$ cat config.mk
export PLATFORM = sky130hd
export DESIGN_NAME = control_unit
export DESIGN_NICKNAME = d
export VERILOG_FILES = /design/src/rtl/control_unit.sv
export SDC_FILE = /design/constraint.sdc
export NUM_CORES = 1
export LEC_CHECK = 0
export BUFFER_PORTS_ARGS = -buffer_cell sky130_fd_sc_hd__buf_4
export CAP_MARGIN = 25
export CORE_MARGIN = 1
export CORE_UTILIZATION = 45
export DETAILED_ROUTE_END_ITERATION = 12
export PLACE_DENSITY = 0.7
export SLEW_MARGIN = 20
export SYNTH_ARGS = -nofsm -noshare
export SYNTH_HDL_FRONTEND = slang
export SYNTH_SLANG_ARGS = --single-unit
$ cat constraint.sdc
create_clock -name clk -period 2.5 [get_ports clk]
set_input_delay 0.25 -clock clk [delete_from_list [all_inputs] [get_ports clk]]
set_output_delay 0.25 -clock clk [all_outputs]
set_load 0.01 [all_outputs]
$ cat src/rtl/control_unit.sv
// Multicycle Moore controller for the 16-bit unified-memory datapath.
// Sequences fetch/decode/execute/memory/write-back one state per cycle and
// drives every datapath enable, write, mux select and ALU operation.
module control_unit #(
   parameter int RST_VEC = 0
) (
   input  logic        clk,
   input  logic        reset,
   input  logic [3:0]  opcode,
   input  logic        zero,
   output logic        IRload,
   output logic        Aload,
   output logic        Bload,
   output logic        ALUOutLoad,
   output logic        MDRload,
   output logic        RegWrite,
   output logic        MemRead,
   output logic        MemWrite,
   output logic        MemToReg,
   output logic        AddrSel,
   output logic        PCWrite,
   output logic [1:0]  ALUSrcA,
   output logic [1:0]  ALUSrcB,
   output logic [2:0]  ALUOp,
   output logic [1:0]  PCSel,
   output logic        halted,
   output logic        illegal,
   output logic [15:0] instr_count,
   output logic [3:0]  state
);

   typedef enum logic [3:0] {
      S_RST    = 4'd0,
      IF1      = 4'd1,
      IF2      = 4'd2,
      ID       = 4'd3,
      EX_ALU   = 4'd4,
      EX_IMM   = 4'd5,
      EX_LI    = 4'd6,
      EX_LW    = 4'd7,
      WB_ALU   = 4'd8,
      MEM_RD   = 4'd9,
      MEM_WAIT = 4'd10,
      WB_MEM   = 4'd11,
      MEM_WR   = 4'd12,
      BR       = 4'd13,
      S_HALT   = 4'd14,
      EX_SW    = 4'd15
   } state_t;

   // ALU operand select encodings
   localparam logic [1:0] SRCA_PC   = 2'b00;
   localparam logic [1:0] SRCA_A    = 2'b01;
   localparam logic [1:0] SRCA_ZERO = 2'b10;
   localparam logic [1:0] SRCB_B    = 2'b00;
   localparam logic [1:0] SRCB_ONE  = 2'b01;
   localparam logic [1:0] SRCB_IMM  = 2'b10;
   localparam logic [1:0] SRCB_ZERO = 2'b11;
   localparam logic [2:0] OP_ADD    = 3'd0;

   state_t cur, nxt;
   logic   op_illegal;
   logic   retire;

   assign state      = cur;
   assign op_illegal = (opcode inside {[4'hB:4'hE]});

   // State register; reset may land in any state, including mid-instruction
   always_ff @(posedge clk or posedge reset) begin
      if (reset) cur <= state_t'(RST_VEC[3:0]);
      else       cur <= nxt;
   end

   // Next-state and control decode; everything not named for a state stays 0
   always_comb begin
      nxt        = cur;
      IRload     = 1'b0;
      Aload      = 1'b0;
      Bload      = 1'b0;
      ALUOutLoad = 1'b0;
      MDRload    = 1'b0;
      RegWrite   = 1'b0;
      MemRead    = 1'b0;
      MemWrite   = 1'b0;
      MemToReg   = 1'b0;
      AddrSel    = 1'b0;
      PCWrite    = 1'b0;
      ALUSrcA    = SRCA_PC;
      ALUSrcB    = SRCB_B;
      ALUOp      = OP_ADD;
      PCSel      = 2'b00;
      halted     = 1'b0;
      case (cur)
         S_RST: nxt = IF1;
         IF1: begin
            // address PC into memory, compute PC+1 in parallel
            MemRead    = 1'b1;
            ALUSrcA    = SRCA_PC;
            ALUSrcB    = SRCB_ONE;
            ALUOutLoad = 1'b1;
            nxt        = IF2;
         end
         IF2: begin
            // synchronous read data lands in IR; PC takes PC+1
            MemRead = 1'b1;
            IRload  = 1'b1;
            PCWrite = 1'b1;
            PCSel   = 2'b00;
            nxt     = ID;
         end
         ID: begin
            // read operands and speculatively form the branch target
            Aload      = 1'b1;
            Bload      = 1'b1;
            ALUSrcA    = SRCA_PC;
            ALUSrcB    = SRCB_IMM;
            ALUOutLoad = 1'b1;
            case (opcode)
               4'h0, 4'h1, 4'h2, 4'h3, 4'h4: nxt = EX_ALU;
               4'h5: nxt = EX_IMM;
               4'h6: nxt = EX_LI;
               4'h7: nxt = EX_LW;
               4'h8: nxt = EX_SW;
               4'h9: nxt = BR;
               4'hA: begin
                  PCWrite = 1'b1;
                  PCSel   = 2'b10;
                  nxt     = IF1;
               end
               4'hF:    nxt = S_HALT;
               default: nxt = IF1;   // B-E retire as NOP
            endcase
         end
         EX_ALU: begin
            ALUSrcA    = SRCA_A;
            ALUSrcB    = SRCB_B;
            ALUOp      = opcode[2:0];
            ALUOutLoad = 1'b1;
            nxt        = WB_ALU;
         end
         EX_IMM: begin
            ALUSrcA    = SRCA_A;
            ALUSrcB    = SRCB_IMM;
            ALUOutLoad = 1'b1;
            nxt        = WB_ALU;
         end
         EX_LI: begin
            ALUSrcA    = SRCA_ZERO;
            ALUSrcB    = SRCB_IMM;
            ALUOutLoad = 1'b1;
            nxt        = WB_ALU;
         end
         EX_LW: begin
            ALUSrcA    = SRCA_A;
            ALUSrcB    = SRCB_IMM;
            ALUOutLoad = 1'b1;
            nxt        = MEM_RD;
         end
         EX_SW: begin
            // store address is rs itself: A + 0
            ALUSrcA    = SRCA_A;
            ALUSrcB    = SRCB_ZERO;
            ALUOutLoad = 1'b1;
            nxt        = MEM_WR;
         end
         WB_ALU: begin
            RegWrite = 1'b1;
            nxt      = IF1;
         end
         MEM_RD: begin
            MemRead = 1'b1;
            AddrSel = 1'b1;
            nxt     = MEM_WAIT;
         end
         MEM_WAIT: begin
            MemRead = 1'b1;
            AddrSel = 1'b1;
            MDRload = 1'b1;
            nxt     = WB_MEM;
         end
         WB_MEM: begin
            RegWrite = 1'b1;
            MemToReg = 1'b1;
            nxt      = IF1;
         end
         MEM_WR: begin
            MemWrite = 1'b1;
            AddrSel  = 1'b1;
            nxt      = IF1;
         end
         BR: begin
            // target already in ALUOut from ID; commit only if rs==0
            PCWrite = zero;
            PCSel   = 2'b01;
            nxt     = IF1;
         end
         S_HALT: begin
            halted = 1'b1;
            nxt    = S_HALT;
         end
         default: nxt = S_RST;
      endcase
   end

   // An instruction retires on the edge leaving its final state
   always_comb begin
      retire = 1'b0;
      case (cur)
         WB_ALU, WB_MEM, MEM_WR, BR: retire = 1'b1;
         ID:      retire = (opcode >= 4'hA);
         default: retire = 1'b0;
      endcase
   end

   // Retired-instruction counter, free-running wrap
   always_ff @(posedge clk or posedge reset) begin
      if (reset) instr_count <= 16'h0000;
      else       instr_count <= instr_count + {15'd0, retire};
   end

   // Sticky illegal-opcode flag, cleared only by reset
   always_ff @(posedge clk or posedge reset) begin
      if (reset)                         illegal <= 1'b0;
      else if (cur == ID && op_illegal)  illegal <= 1'b1;
   end

endmodule

---- Word level (Yosys, flattened, before mapping) ----
Index checks and enable logic that the tools add are counted.
W data, S select, Z words.
storage, ports and cells
  flip-flop bits (word level) ............. 21
  input port bits ......................... 7
  word-level logic and storage cells ...... 67
  output and inout bits ................... 42
operators by class
  add/subtract/negate cells ............... 1
  reduce and logical (&&, ||, !) cells .... 14
  equal/unequal tests ..................... 26
  multiplexer cells ....................... 20
  order comparisons ....................... 3
operators by type and width
  kind                  count
  $eq A4 B4 Y1 const B  12
  $pmux W4 S10          1
  $eq A4 B3 Y1 const B  8
  $pmux W4 S7           1
  $add A16 B1 Y16       1
  $eq A4 B2 Y1 const B  4
  $reduce_or A4 Y1      4
  $mux W1               11
  $reduce_or A5 Y1      2
  $eq A4 B1 Y1 const B  2
  $ge A4 B4 Y1 const B  2
  $logic_not A4 Y1      2
  $pmux W2 S2           2
  $reduce_or A7 Y1      1
  $pmux W2 S3           1
  $reduce_or A3 Y1      2
  $le A4 B4 Y1 const B  1
  $mux W3               1
  $pmux W1 S3           1
  $logic_and A1 B1 Y1   2
  $mux W2               1
  $pmux W1 S2           1
  $reduce_or A2 Y1      1

---- Logic depth before layout (Yosys ltp) ----
  word-level depth ........................ 4
  depth in mapped cells ................... 9
  gate-level depth less buffers ........... 8

---- Least setup slack after synthesis ----
No wires, ideal clock.
  path type ............................... flip-flop to flip-flop
  start point ............................. register cur[0] (netlist: state[0])
  end point ............................... register instr_count[12]
  slack ................................... 343 ps
  cell stages (with the launch flop) ...... 10
  clock period less this slack ............ 2157 ps
  buffers on the path ..................... 1
  arrival ................................. 2078 ps
  cell sequence ........................... dfrtp_1 buf_2 nand2b_1 and4_4 a31o_1 ha_1 ha_1 inv_1 nor4_1 xor2_1
on the way
  longest elaborated chain between the ends .. 4
ends and longest elaborated chain
  element                 RTL line  text
  from (decl)             61        state_t cur, nxt;
  from (signal assigned)  70        if (reset) cur <= state_t'(RST_VEC[3:0]);
  from (signal assigned)  71        else cur <= nxt;
  $eq A4 B4 Y1            208       case (cur)
  $reduce_or A4 Y1        208
  $pmux W1 S2 *           208
  $add A16 B1 Y16 *       218       else instr_count <= instr_count + {15'd0, retire};
  to (signal assigned)    218
  to (decl)               28        output logic [15:0] instr_count,
Mark *: on every way between the ends. The rest lies on a longest branch, timed or not.
A chain may end at the register's enable or synchronous reset.

---- Worst setup path in the final report ----
  start point ............................. register cur[1] (netlist: state[1])
  end point ............................... register instr_count[12]
The elaborated chain is that of the path after synthesis.

==> flow_summary.toml <==
[setup_path]
required_ps = 2730
rr_startpoint = "state[1]"
cp-end-kind = "register"
critPathMostFrequentCell = "ha_1"
criticalPathCategory = "register to register"
cpPeakStageDelay_ps = 500
arrival_ps = 2570
critPathLaunchType = "register"
crit_start = "state[1]"
worstPathCellList = "nand2b_1, and4_4, a31o_1, ha_1, ha_1, inv_1, nor4_1, xor2_1"
critPathSlowestCell = "dfrtp_1"
cp_max_fo = 11

[yosys]
synth_top_area_share_pct = 41.14
synth_area_leaders = "dfrtp_1 41%, xnor2_1 6.2%, xor2_1 4.8%, nor2_1 4.1%, nand2_1 3.2%"
syn_nets = 150
syn_area_per_cell_um2 = 9.060
async_reset_ff_share_pct = 100.0
syn_inst = 141
synth-seq-cells = 21
yosysSeqAreaShare_pct = 41.14
synth_edf_count = 0
syn_area_um2 = 1277
yosys_warnings = 0
synth_top_cell_by_area = "dfrtp_1"
synthFlopType = "dfrtp_1"
synthDistinctLibCells = 41

[global_routing]
grt_max_degree = 22
grt_pass1_vias = 1032
overflow = 0
grt_pass1_wl_um = 4850
grt.total_usage_pct = 19.19
antenna_found_initial = 0

[floorplan]
ioPinCount = 49
core_um2 = 2590
die_h_um = 55.28
start_util_pct = 49.32
rows = 18
die-area_um2 = 3056
die_x_um = 55.28

[sta]
fin_skew_ps = 1.972
max_freq_mhz = 427.6
tns_ps = 0
relSlewSlack_pct = 47.84
tightest_slew_ps = 781.6
rsz0062_at_grt = "no"
setup_viol = 0
report.final.slew_viol_count = 0
final-hold-violation-count = 0
min_period_over_period_pct = 93.54
min_period_ps = 2338

[clocking]
cts_buffers = 3
root_buffer = "clkbuf_4"
clkSinkCount = 21
cts_max_path_buffers = 2
cts_tree = "done"
postCtsSetupBuffers = 0
clk_pin_slew_worst_paths_ps = 110
cts_max_level = 1
cts_repair_resize_count = 0
worstSkewPairLatency_ps = 300
cts_hold_buf = 0

[placement]
place_hpwl_um = 2243
portBuffers = 48
gp_congestion = 0.8153

[pwr]
p_clk_share_pct = 9.5
switching_power_mw = 0.7275
swShare_pct = 42.25
leakage_nw = 0.8323
power_frac_seq_pct = 31.7
intPower_mw = 0.9946
peakVddDrop_mv = 0.6853
powerDensity_nw_per_um2 = 1023
comb_power_share_pct = 58.8

[layout]
nets = 198
syn2layout_area_growth_pct = 31.83
utilization_pct = 65.02
n_antenna_cell = 0
drive_gt1_share_pct = 32.45
layout_common_cells = "52 x buf_4, 21 x dfrtp_1, 14 x nor2_1"
final_common_cell = "buf_4"

[route]
routedWlPerCell_um = 13.40
drcViolationCount = 0
drt_wl_total_um = 2922
vias = 1172
via_per_inst = 5.376
drt_first_pass_iters = 4
drt_iter0_drc = 42
antenna_left = 0

[job]
maxCapViolations = 0

[outcome]
status = "complete, no violations"

[min_path]
min_path_type = "primary input to asynchronous set/reset pin"
-- power groups by stage --
stage               Sequential [mW]  Combinational, mW  Clock (mW)
global placement              0.545               1.01           0
detailed placement            0.553               1.02           0
global route                  0.563               1.11       0.184
CTS                           0.546               1.02       0.171
floorplan                     0.572              0.565           0
finish                        0.547               1.01       0.164
-- worst paths after layout --
check | end | cells after the start | slack, ps
max | instr_count[12] | 8 | 160
max reg2reg | instr_count[12] | 8 | 160
min | instr_count[4] | 2 | 80
min reg2reg | instr_count[15] | 1 | 470
max in group asynchronous | instr_count[6] | 2 | 1940
min in group clk | illegal | 2 | 250
-- cell usage after synthesis (2+ instances only) --
library cell  count
and3_1            4
nand3_1           8
inv_1             3
ha_1              2
nor4_1            4
nand2b_1          5
nand2_1          11
nand4_1           6
clkbuf_1          5
a21oi_1           4
xnor2_1           9
nor3_1            2
dfrtp_1          21
and4_1            3
nor2_1           14
xor2_1            7
buf_2             2
o21ai_0           5
and2_1            2
o211ai_1          2
a21boi_0          2
-- critical path: cells and delay by family, from the launching register on --
family,cells,cell delay (ps)
compound gates,1,100
xor+xnor,1,190
fa+ha+maj,2,510
buf+inv,1,100
flops,1,500
simple gates,3,870
-- state kept, by name, indices dropped and copies added (netlist names) --
register / count
illegal: 1
instr_count: 16
state: 4
-- layout make-up --
class	instances	area [µm²]
fill	220	905.9
clock buffer	4	26.28
tap	30	37.54
sequential	21	525.5
timing repair buffer	52	390.4
inverter	3	11.26
multi-input combinational	108	693.2
-- per-layer routing --
layer	up-vias	share of wire, %	track usage [%]	wire [µm]
met5	-	0	0	0
met4	0	0	1.071	0
met1	545	49	27.44	1424
met2	38	47	30.98	1364
li1	589	-	-	-
met3	0	4.6	4.684	133
-- metrics by stage --
stage	setup slack [ps]	power, mW	area [µm²]	std cells	hold WS [ps]
CTS	180.6	1.737	1684	218	100.1
global placement	346.2	1.557	1658	214	434.5
detailed placement	212.9	1.569	1658	214	443.5
finish	161.6	1.722	1684	218	82.11
floorplan	343.0	1.137	1277	141	226.5
global route	7.942	1.859	1684	218	150.5
-- cells by family after synthesis --
family | Yosys count | share of synthesized area (%)
adder cells (fa/ha/maj) | 2 | 1.959
AND/OR/NAND/NOR | 69 | 30.56
AO/OA/AOI/OAI | 21 | 10.77
flip-flops | 21 | 41.14
XOR/XNOR | 16 | 10.97
buffers and inverters | 12 | 4.604
Power figures use the tool's default switching activity.
